`config.mk`:
```
export PLATFORM = sky130hd
export DESIGN_NAME = serial_adder
export DESIGN_NICKNAME = d
export VERILOG_FILES = /design/src/rtl/serial_adder.sv
export SDC_FILE = /design/constraint.sdc
export NUM_CORES = 1
export LEC_CHECK = 0
export BUFFER_PORTS_ARGS = -buffer_cell sky130_fd_sc_hd__buf_2
export CAP_MARGIN = 20
export CORE_MARGIN = 2
export CORE_UTILIZATION = 50
export CTS_CLUSTER_SIZE = 28
export DETAILED_ROUTE_END_ITERATION = 10
export PLACE_DENSITY = 0.74
export SLEW_MARGIN = 20
export SYNTH_ARGS = -nofsm -noshare
export SYNTH_HDL_FRONTEND = slang
export SYNTH_SLANG_ARGS = --single-unit
export TNS_END_PERCENT = 100
```
`constraint.sdc`:
```
create_clock -name clk -period 1.7 [get_ports clk]
set_input_delay 0.34 -clock clk [delete_from_list [all_inputs] [get_ports clk]]
set_output_delay 0.34 -clock clk [all_outputs]
set_load 0.02 [all_outputs]
```
`src/rtl/serial_adder.sv`:
```
// serial_adder: multi-cycle adder that adds BITS_PER_CYCLE bits per clock
// through a registered carry, with valid/ready handshakes on both sides.
// Optional feature macro: SERIAL_ADDER_SUB_EN (enables a-b via the sub input).
module serial_adder #(
  parameter int WIDTH          = 16,
  parameter int BITS_PER_CYCLE = 1
) (
  input  logic             clk,
  input  logic             reset,
  input  logic             in_valid,
  output logic             in_ready,
  input  logic [WIDTH-1:0] a,
  input  logic [WIDTH-1:0] b,
  input  logic             sub,
  output logic             out_valid,
  input  logic             out_ready,
  output logic [WIDTH-1:0] sum,
  output logic             cout
);

  localparam int STEPS = WIDTH / BITS_PER_CYCLE;
  localparam int CNT_W = (STEPS > 1) ? $clog2(STEPS) : 1;
  localparam logic [CNT_W-1:0] LAST_STEP = CNT_W'(STEPS - 1);

  // Elaboration-time parameter sanity checks.
  if (WIDTH < 1) begin : g_bad_width
    $error("serial_adder: WIDTH must be >= 1");
  end
  if (BITS_PER_CYCLE < 1 || (WIDTH % BITS_PER_CYCLE) != 0) begin : g_bad_bpc
    $error("serial_adder: BITS_PER_CYCLE must divide WIDTH");
  end

  typedef enum logic [1:0] {
    S_IDLE = 2'd0,
    S_RUN  = 2'd1,
    S_DONE = 2'd2
  } state_e;

  state_e                state_q, state_d;
  logic [WIDTH-1:0]      a_q, a_d;
  logic [WIDTH-1:0]      b_q, b_d;
  logic                  carry_q, carry_d;
  logic [CNT_W-1:0]      cnt_q, cnt_d;
  logic [WIDTH-1:0]      acc_q, acc_d;
  logic [WIDTH-1:0]      sum_q, sum_d;
  logic                  cout_q, cout_d;

  // Operand B and initial carry as loaded on accept.
  logic [WIDTH-1:0]      op_b;
  logic                  op_cin;

  // Per-step slice adder result and the accumulator after shifting it in.
  logic [BITS_PER_CYCLE:0] step_res;
  logic [WIDTH-1:0]        acc_shift;

`ifdef SERIAL_ADDER_SUB_EN
  // Subtraction is a + ~b + 1: invert B and seed the carry with one.
  always_comb begin
    op_b   = sub ? ~b : b;
    op_cin = sub;
  end
`else
  // Add-only build: sub has no effect on the datapath.
  logic unused_sub;
  assign unused_sub = sub;

  // B passes straight through and the carry always starts clear.
  always_comb begin
    op_b   = b;
    op_cin = 1'b0;
  end
`endif

  // Slice adder over the low bits of the operand shift registers.
  always_comb begin
    step_res  = {1'b0, a_q[BITS_PER_CYCLE-1:0]}
              + {1'b0, b_q[BITS_PER_CYCLE-1:0]}
              + {{BITS_PER_CYCLE{1'b0}}, carry_q};
    // New result bits enter at the top; the concatenation keeps this valid
    // even when a single step covers the whole word.
    acc_shift = WIDTH'({step_res[BITS_PER_CYCLE-1:0], acc_q} >> BITS_PER_CYCLE);
  end

  // Next-state and datapath update; everything holds unless a state acts.
  always_comb begin
    state_d = state_q;
    a_d     = a_q;
    b_d     = b_q;
    carry_d = carry_q;
    cnt_d   = cnt_q;
    acc_d   = acc_q;
    sum_d   = sum_q;
    cout_d  = cout_q;
    unique case (state_q)
      S_IDLE: begin
        if (in_valid) begin
          a_d     = a;
          b_d     = op_b;
          carry_d = op_cin;
          cnt_d   = '0;
          state_d = S_RUN;
        end
      end
      S_RUN: begin
        a_d     = a_q >> BITS_PER_CYCLE;
        b_d     = b_q >> BITS_PER_CYCLE;
        carry_d = step_res[BITS_PER_CYCLE];
        acc_d   = acc_shift;
        cnt_d   = cnt_q + CNT_W'(1);
        if (cnt_q == LAST_STEP) begin
          // Publish only the finished word so sum never shows partials.
          sum_d   = acc_shift;
          cout_d  = step_res[BITS_PER_CYCLE];
          cnt_d   = '0;
          state_d = S_DONE;
        end
      end
      S_DONE: begin
        if (out_ready) state_d = S_IDLE;
      end
      default: state_d = S_IDLE;
    endcase
  end

  // State register with synchronous reset that discards any partial result.
  always_ff @(posedge clk) begin
    if (reset) begin
      state_q <= S_IDLE;
      a_q     <= '0;
      b_q     <= '0;
      carry_q <= 1'b0;
      cnt_q   <= '0;
      acc_q   <= '0;
      sum_q   <= '0;
      cout_q  <= 1'b0;
    end else begin
      state_q <= state_d;
      a_q     <= a_d;
      b_q     <= b_d;
      carry_q <= carry_d;
      cnt_q   <= cnt_d;
      acc_q   <= acc_d;
      sum_q   <= sum_d;
      cout_q  <= cout_d;
    end
  end

  assign in_ready  = (state_q == S_IDLE);
  assign out_valid = (state_q == S_DONE);
  assign sum       = sum_q;
  assign cout      = cout_q;

endmodule
```
## Yosys cells after proc, flatten, opt, wreduce, memory -nomap -nowiden

Cells that the tools add are included.
Widths: inputs -> output; s select.

- Bits in registers: 72
- Bits in latches: 0
- RAM bits: 0
- ROM bits: 0
- Input port bits: 37
- Logic and storage cells: 35
- Memories kept: 0

- Add/sub/neg operators: 3
- Multiply operators: 0
- Div/mod/pow operators: 0
- Order comparisons: 0
- Eq/ne operators: 6
- Shift operators: 0
- Muxes and demuxes: 13
- Bitwise gates (word level): 0
- Reduce and logical (&&, ||, !) cells: 5

Operator list:

| kind | count |
|---|---|
| $pmux 16 s2 | 2 |
| $mux 16 | 2 |
| $mux 4 | 2 |
| $pmux 4 s2 | 1 |
| $mux 2 | 3 |
| $pmux 2 s3 | 1 |
| $add 4x1->4 const B | 1 |
| $eq 4x4->1 const B | 1 |
| $ne 2x2->1 const B | 2 |
| $reduce_and 2->1 | 2 |
| $reduce_and 3->1 | 1 |
| $add 1x1->2 | 1 |
| $add 2x1->2 | 1 |
| $eq 2x1->1 const B | 1 |
| $eq 2x2->1 const B | 1 |
| $logic_not 2->1 | 1 |
| $ne 2x1->1 const B | 1 |
| $pmux 1 s2 | 1 |
| $reduce_bool 2->1 | 1 |
| $mux 1 | 1 |

## Depth between registers and ports, before layout

Gate-level depths: netlist of run 1.

- Depth after elaboration: 3
- Gate-level depth with buffers: 6
- Mapped depth without buffers: 4

## Least setup slack after synthesis of run 1

Ideal clock, no wire load.

- Path type: register to register
- Start point: register cnt_q[0]
- End point: register sum_q[10], in the netlist sum[10]
- Library setup time: 0.072 ns
- Data arrival time: 1.355 ns
- Data required time: 1.628 ns
- Path slack: 0.274 ns
- Stages on the path, launching flop included: 7
- Path buffers: 2
- Cell sequence: dfxtp_1 -> ha_1 -> nor2b_2 -> and4_4 -> buf_12 -> buf_12 -> mux2i_1

- Word-level cells in the longest chain between the ends: 2

RTL lines:

| item | RTL line | source |
|---|---|---|
| start: declaration | 43 | `logic [CNT_W-1:0] cnt_q, cnt_d;` |
| start signal: assignment | 141 | `cnt_q <= cnt_d;` |
| $eq 4x4->1 | 110 | `if (cnt_q == LAST_STEP) begin` |
| $reduce_and 2->1 (no source line) | n/a |  |
| end signal: assignment | 143 | `sum_q <= sum_d;` |
| end: declaration | 45 | `logic [WIDTH-1:0] sum_q, sum_d;` |

No other way between the ends.
A chain may end at the register's enable or synchronous reset.

## Worst setup path after layout of run 1

- Start point: register state_q[0]
- End point: output in_ready

- Word-level cells in the longest chain between the ends: 1

RTL lines:

| item | RTL line | source |
|---|---|---|
| start: declaration | 39 | `state_e state_q, state_d;` |
| start signal: assignment | 137 | `state_q <= state_d;` |
| $logic_not 2->1 | 148 | `assign in_ready = (state_q == S_IDLE);` |
| end: declaration | 11 | `output logic in_ready,` |

No other way between the ends.

==> summary.txt, run 1 <==
Status
  – Status: finished, final reports clean

Timing
  – Fmax: roughly 600 MHz
  – Period utilization: 0.976
  – Max-slew violations: 0
  – Fin. Hold Viols: 0
  – Hold slack: roughly 0.22 ns
  – RSZ-0062 raised after global routing: no
  – Worst-margin pin slew: 0.360 ns
  – Max_slew headroom: 0.760
  – Crit path time final: about 1.7 ns
  – Final setup viols: 0
  – TNS Setup: 0 ns
  – Clock Skew: 0.00706 ns

Hold path
  – Worst Hold End: b_q[6]$_SDFFE_PP0P_
  – Worst hold path cell count: 3
  – Hold Startpoint: b[6]
  – Worst min-delay path class: input port to flop

Die
  – Die Span Y: 84.1 um
  – Die W: roughly 84 um
  – Die area: between 7000 and 8000 um^2
  – Total I/O pin count: 56
  – Starting Density: 0.511
  – Core ar.: 6280 um^2
  – Cell Rows: 29

Logic synthesis
  – Synth area leaders: dfxtp_1 44%, a211oi_2 7.8%, nand2_1 7.5%, nand2b_1 6.8%, a21oi_1 5.6%
  – Post-Synthesis Cells: between 300 and 400
  – Mean Syn Cell Area: between 9 and 10 um^2
  – Syn nets: 390
  – Cell area after synthesis: ~3200 um^2
  – Synth area leader: dfxtp_1
  – Yosys warns: 0
  – Most common cell in the netlist: dfxtp_1
  – Post-synth ARST share: 0
  – Number of synthesized flops with an enable pin: 0
  – Share of Yosys cell area claimed by the top area cell type: 0.443
  – Post-synth top flop: dfxtp_1
  – Post-synth top cells: 71 x dfxtp_1, 64 x nand2_1, 36 x a21oi_1, 36 x nor2_1, 35 x nand2b_1
  – Register area share after synthesis: 0.443
  – Synth cell types: 32
  – Seq cells post-synth: 71

Critical path
  – Startpoint types: flop
  – Worst reg-to-reg path cell count: 4
  – Worst-path cell chain: buf_4, nor2_1, buf_2
  – R2R Path End: sum[2]$_SDFFE_PP0P_
  – Crit path max fanout: 7
  – Worst Path Buf+Inv: 2
  – Crit end category: output pin
  – R2r setup slk: between 0.1 and 0.15 ns
  – Worst EP required: roughly 1.4 ns
  – Crit-path leading delay family: buffers and inverters
  – Crit-path slowest cell: dfxtp_1
  – CP Class: flop to output pin
  – CP max stage delay: roughly 0.38 ns
  – Data arrival time of the worst path: about 1.3 ns
  – Reg2reg start: cnt_q[0]$_SDFFE_PP0P_

CTS
  – Post_cts resized: 0
  – Worst-path clk slew: roughly 0.07 ns
  – CTS Hold Buffers Added: 0
  – Clk root buf: clkbuf_8
  – CTS tree: built
  – Post-CTS setup buffers: 0
  – Clock Sinks: 71
  – Htree depth: 3
  – Cts bufs inserted: 9
  – Clock latency on the worst-skew pair: between 0.3 and 0.4 ns
  – CTS Buffer Depth: 2

Global route
  – Vias in the first global route: 2357
  – Total GRT Usage: 0.181
  – Remaining global-route overflow: 0
  – First-pass GRT wire length: about 10 mm
  – Initial antenna violation count: 0
  – Largest net degree at the start of global routing: 40

Route
  – DRC viols: 0
  – Post-DRT Antenna Nets: 0
  – DRT Pass-1 Iters: 5
  – Vias: approximately 2600
  – Starting DRC count in detailed routing: roughly 100
  – Routed WL: about 6.2 mm
  – Avg Vias per Cell: about 5.3
  – Wire length per cell: about 13 um

Pwr
  – Leakage power: approximately 1.4 nW
  – P per Cell Area: ~950 nW/um^2
  – Final Power: around 3.5 mW
  – Worst vdd ir: between 0.7 and 0.8 mV

Flow run
  – Maximum Capacitance Violations: 0

Cells and area
  – Antenna Cells: 0
  – Layout area overhead: 15.5%
  – Filler cells: 574
  – Layout cells sized above 1: 0.296
  – Fin cells: 482
  – Nets: about 440
  – Final Util: 0.590

Placed design
  – Post-DP HPWL: 4.13 mm
  – RD Place Congestion: ~0.72
  – Placed insts: ~470
  – I/O Buffers: 54
## layer usage
| metal | global-route usage | routed length (um) | vias up |
|---|---|---|---|
| met5 | 0 | 0 | - |
| met4 | 0.0938 | 111 | 0 |
| met3 | 0.0406 | 276 | 12 |
| met2 | 0.291 | 2880 | 58 |
| met1 | 0.227 | 2920 | 1211 |
| li1 | - | - | 1287 |
## report_power, final
| group | total [mW] | switching, mW | internal [mW] |
|---|---|---|---|
| sequential | 1.78 | 0.0450 | 1.73 |
| combinational | 0.412 | 0.229 | 0.183 |
| clock | 1.34 | 0.633 | 0.709 |
| total | 3.53 | 0.907 | 2.63 |
## sequential cells by signal, summed over array words and instances (netlist names)
signal / cells
cout: 1
state_q: 2
acc_q: 15
sum: 16
carry_q: 1
cnt_q: 4
a_q: 16
b_q: 16
## kinds of logic (layout without fill, tap and decap cells)
logic type,Yosys count,in the layout,share of synthesized area
simple gates,145,145,0.209
flops,71,71,0.443
compound gates,87,87,0.217
fa+ha+maj,2,2,0.0101
mux,17,17,0.0530
buf+inv,29,83,0.0679
## worst register-to-register path, delay by kind of cell, from the launching register on
family,cells,cell delay (ns)
muxes,1,0.24
adders and majority gates,1,0.25
and+or+nand+nor,2,0.63
DFF,1,0.37
## cell type report
cell class | count | area [um^2] | area share
multi-input combinational | 251 | 1570 | 0.424
clock inverter | 6 | 60.1 | 0.0162
sequential | 71 | 1420 | 0.384
timing repair buffer | 67 | 418 | 0.113
clock buffer | 10 | 138 | 0.0371
tap | 77 | 96.3 | 0.0260
## worst max path at each step
stage                                  from                    to  slack (ns)  depth (start not counted)
finish              state_q[0]$_SDFFE_PP0P_              in_ready        0.04                          3
global route        state_q[0]$_SDFFE_PP0P_              in_ready      0.0002                          3
CTS                 state_q[0]$_SDFFE_PP0P_              in_ready        0.05                          3
detailed placement    cnt_q[0]$_SDFFE_PP0P_   sum[4]$_SDFFE_PP0P_        0.15                          4
global placement      cnt_q[0]$_SDFFE_PP0P_   sum[6]$_SDFFE_PP0P_        0.22                          4
floorplan             cnt_q[0]$_SDFFE_PP0P_  sum[10]$_SDFFE_PP0P_        0.27                          6
## cell usage in the layout (no fill, tap or decap), drive strengths merged
cell,count
dfxtp,71
buf,67
nand2,64
a21oi,46
nor2,36
nand2b,35
a211oi,30
mux2i,17
clkbuf,10
clkinv,3
nor2b,3
a22oi,2
o21ba,2
a31oi,2
a32oi,2
nand3b,2
clkinvlp,2
o21bai,1
and2b,1
a311o,1
and4,1
nand3,1
nand4,1
or3,1
a41o,1
fa,1
ha,1
bufinv,1
## metrics by stage
stage                     worst slack [ns]  instance area [um^2]
after floorplan                      0.274                  3210
after global placement               0.218                  3510
after detailed placement             0.147                  3510
after CTS                           0.0502                  3700
after global routing              0.000220                  3700
final                               0.0406                  3700
Note: power is estimated with default switching activity, not from simulation.
==> run 2: changes to the inputs <==
Settings changed: CTS_BUF_LIST set to sky130_fd_sc_hd__clkbuf_4, PLACE_DENSITY 0.74 to 0.76.
==> run 2 against run 1 <==
Against the previous run: die area stayed put; global-route usage fell by 0.14 points; cell area fell by 2.0%; final cell count shrank 0.62%; critical endpoint is now out_valid; largest cell class unchanged.
==> summary.txt, run 2 (synthesized netlist as in run 1, its figures left out) <==
Cells and area
  – Most frequent cells in the layout: 70 x dfxtp_1, 64 x nand2_1, 54 x buf_2
  – Final Util: 0.578
  – Nets: between 400 and 500
  – Commonest non-fill, non-tap cell in the layout: dfxtp_1
  – Filler cells: approximately 570
  – Post-route cell area: about 3600 um^2
  – Antenna Cells: 0
  – Layout area overhead: 13.2%
  – Fin cells: 479
  – Layout cells sized above 1: 0.289

Pwr
  – P per Cell Area: ~900 nW/um^2
  – Worst vdd ir: ~0.6 mV
  – Leakage power: between 1 and 1.5 nW
  – Final Power: between 3 and 4 mW

Global route
  – Total GRT Usage: 0.180
  – First-pass GRT wire length: between 10 and 15 mm
  – Initial antenna violation count: 0
  – Remaining global-route overflow: 0
  – Largest net degree at the start of global routing: 72
  – Vias in the first global route: around 2400

Timing
  – Fmax: about 630 MHz
  – Hold slack: 0.164 ns
  – Clock Skew: roughly 0.017 ns
  – Max_slew headroom: 0.781
  – Slack of the critical path: 0.106 ns
  – Worst-margin pin slew: about 0.33 ns
  – RSZ-0062 raised after global routing: no
  – Crit path time final: 1.59 ns
  – Period utilization: 0.937
  – TNS Setup: 0 ns
  – Fin. Hold Viols: 0
  – Max-slew violations: 0
  – Final setup viols: 0

Die
  – Total I/O pin count: 56
  – Die area: around 7100 um^2
  – Cell Rows: 29
  – Starting Density: 0.511
  – Die Span Y: 84.1 um
  – Core ar.: approximately 6300 um^2
  – Die W: ~84 um

Placed design
  – Post-Place Cell Area: approximately 3500 um^2
  – Pre-CTS WS: 0.150 ns
  – I/O Buffers: 54
  – Placed insts: between 400 and 500
  – RD Place Congestion: about 0.7
  – Post-DP HPWL: 3.99 mm

Critical path
  – CP Class: flop to output pin
  – CP endpoint: out_valid
  – Worst reg-to-reg path cell count: 4
  – Crit path from: state_q[1]$_SDFFE_PP0P_
  – R2r setup slk: 0.14 ns
  – Reg2reg start: cnt_q[0]$_SDFFE_PP0P_
  – Data arrival time of the worst path: approximately 1.3 ns
  – Crit end category: output pin
  – Worst EP required: between 1 and 1.5 ns
  – Crit path max fanout: 7
  – R2R Path End: sum[7]$_SDFFE_PP0P_
  – Startpoint types: flop

Status
  – Status: finished, final reports clean

CTS
  – Clk root buf: clkbuf_4
  – Htree depth: 3
  – CTS tree: built
  – Cts bufs inserted: 9
  – Clock latency on the worst-skew pair: 0.41 ns
  – Post-CTS setup buffers: 0
  – Clock Sinks: 71
  – Worst-path clk slew: 0.11 ns
  – CTS Buffer Depth: 2

Route
  – Avg Vias per Cell: about 5.2
  – Vias: ~2500
  – Wire length per cell: around 13 um
  – Starting DRC count in detailed routing: 111
  – DRC viols: 0
  – Routed WL: 5.99 mm
  – DRT Pass-1 Iters: 4
  – Post-DRT Antenna Nets: 0

Hold path
  – Worst min-delay path class: input port to flop

Flow run
  – Maximum Capacitance Violations: 0
[run 2: cell types whose count changed in the layout (fill, tap and decap cells not counted), sizes merged]
cell	change
clkbuf	-1
buf	-3
inv	+1
clkinv	+1
clkinvlp	-1
[run 2: report_power, final]
part           switching [mW]  total [mW]  internal [mW]
logic                   0.225       0.408          0.182
registers              0.0472        1.78           1.74
clock network           0.577        1.01          0.437
total                   0.849        3.20           2.35
[run 2: worst min-delay path by stage]
stage / start / slack [ns] / end / cells after the start
CTS: b[4] / 0.13 / b_q[4]$_SDFFE_PP0P_ / 3
global route: b[3] / 0.14 / b_q[3]$_SDFFE_PP0P_ / 3
global placement: acc_q[1]$_SDFFE_PP0N_ / 0.45 / acc_q[1]$_SDFFE_PP0N_ / 2
floorplan: acc_q[1]$_SDFFE_PP0N_ / 0.44 / acc_q[1]$_SDFFE_PP0N_ / 2
detailed placement: acc_q[1]$_SDFFE_PP0N_ / 0.46 / acc_q[1]$_SDFFE_PP0N_ / 2
finish: b[7] / 0.16 / b_q[7]$_SDFFE_PP0P_ / 3
[run 2: repair_timing]
action | 4_1_cts | 5_1_grt
setup endpoints to repair | 0 | 1
hold buffers | 0 | 0
gates resized for setup | 0 | 2
[run 2: cell type report]
type / count / area, um^2 / share of cell area
multi-input cells: 251 / 1570 / 0.433
clock inverters: 7 / 62.6 / 0.0172
well taps: 77 / 96.3 / 0.0265
clock buffers: 9 / 67.6 / 0.0186
flip-flops and latches: 71 / 1420 / 0.392
repair buffers: 64 / 408 / 0.112
[run 2: critical path, cell delays in order (launching register included)]
cell,delay (ns)
dfxtp_1,0.49
nor2b_1,0.19
buf_2,0.18
[run 2: layer usage]
| layer | GRT usage | wire length, um | vias up |
|---|---|---|---|
| li1 | - | - | 1289 |
| met1 | 0.215 | 2810 | 1145 |
| met2 | 0.307 | 2840 | 52 |
| met3 | 0.0663 | 300 | 6 |
| met4 | 0.0440 | 38 | 0 |
| met5 | 0 | 0 | - |
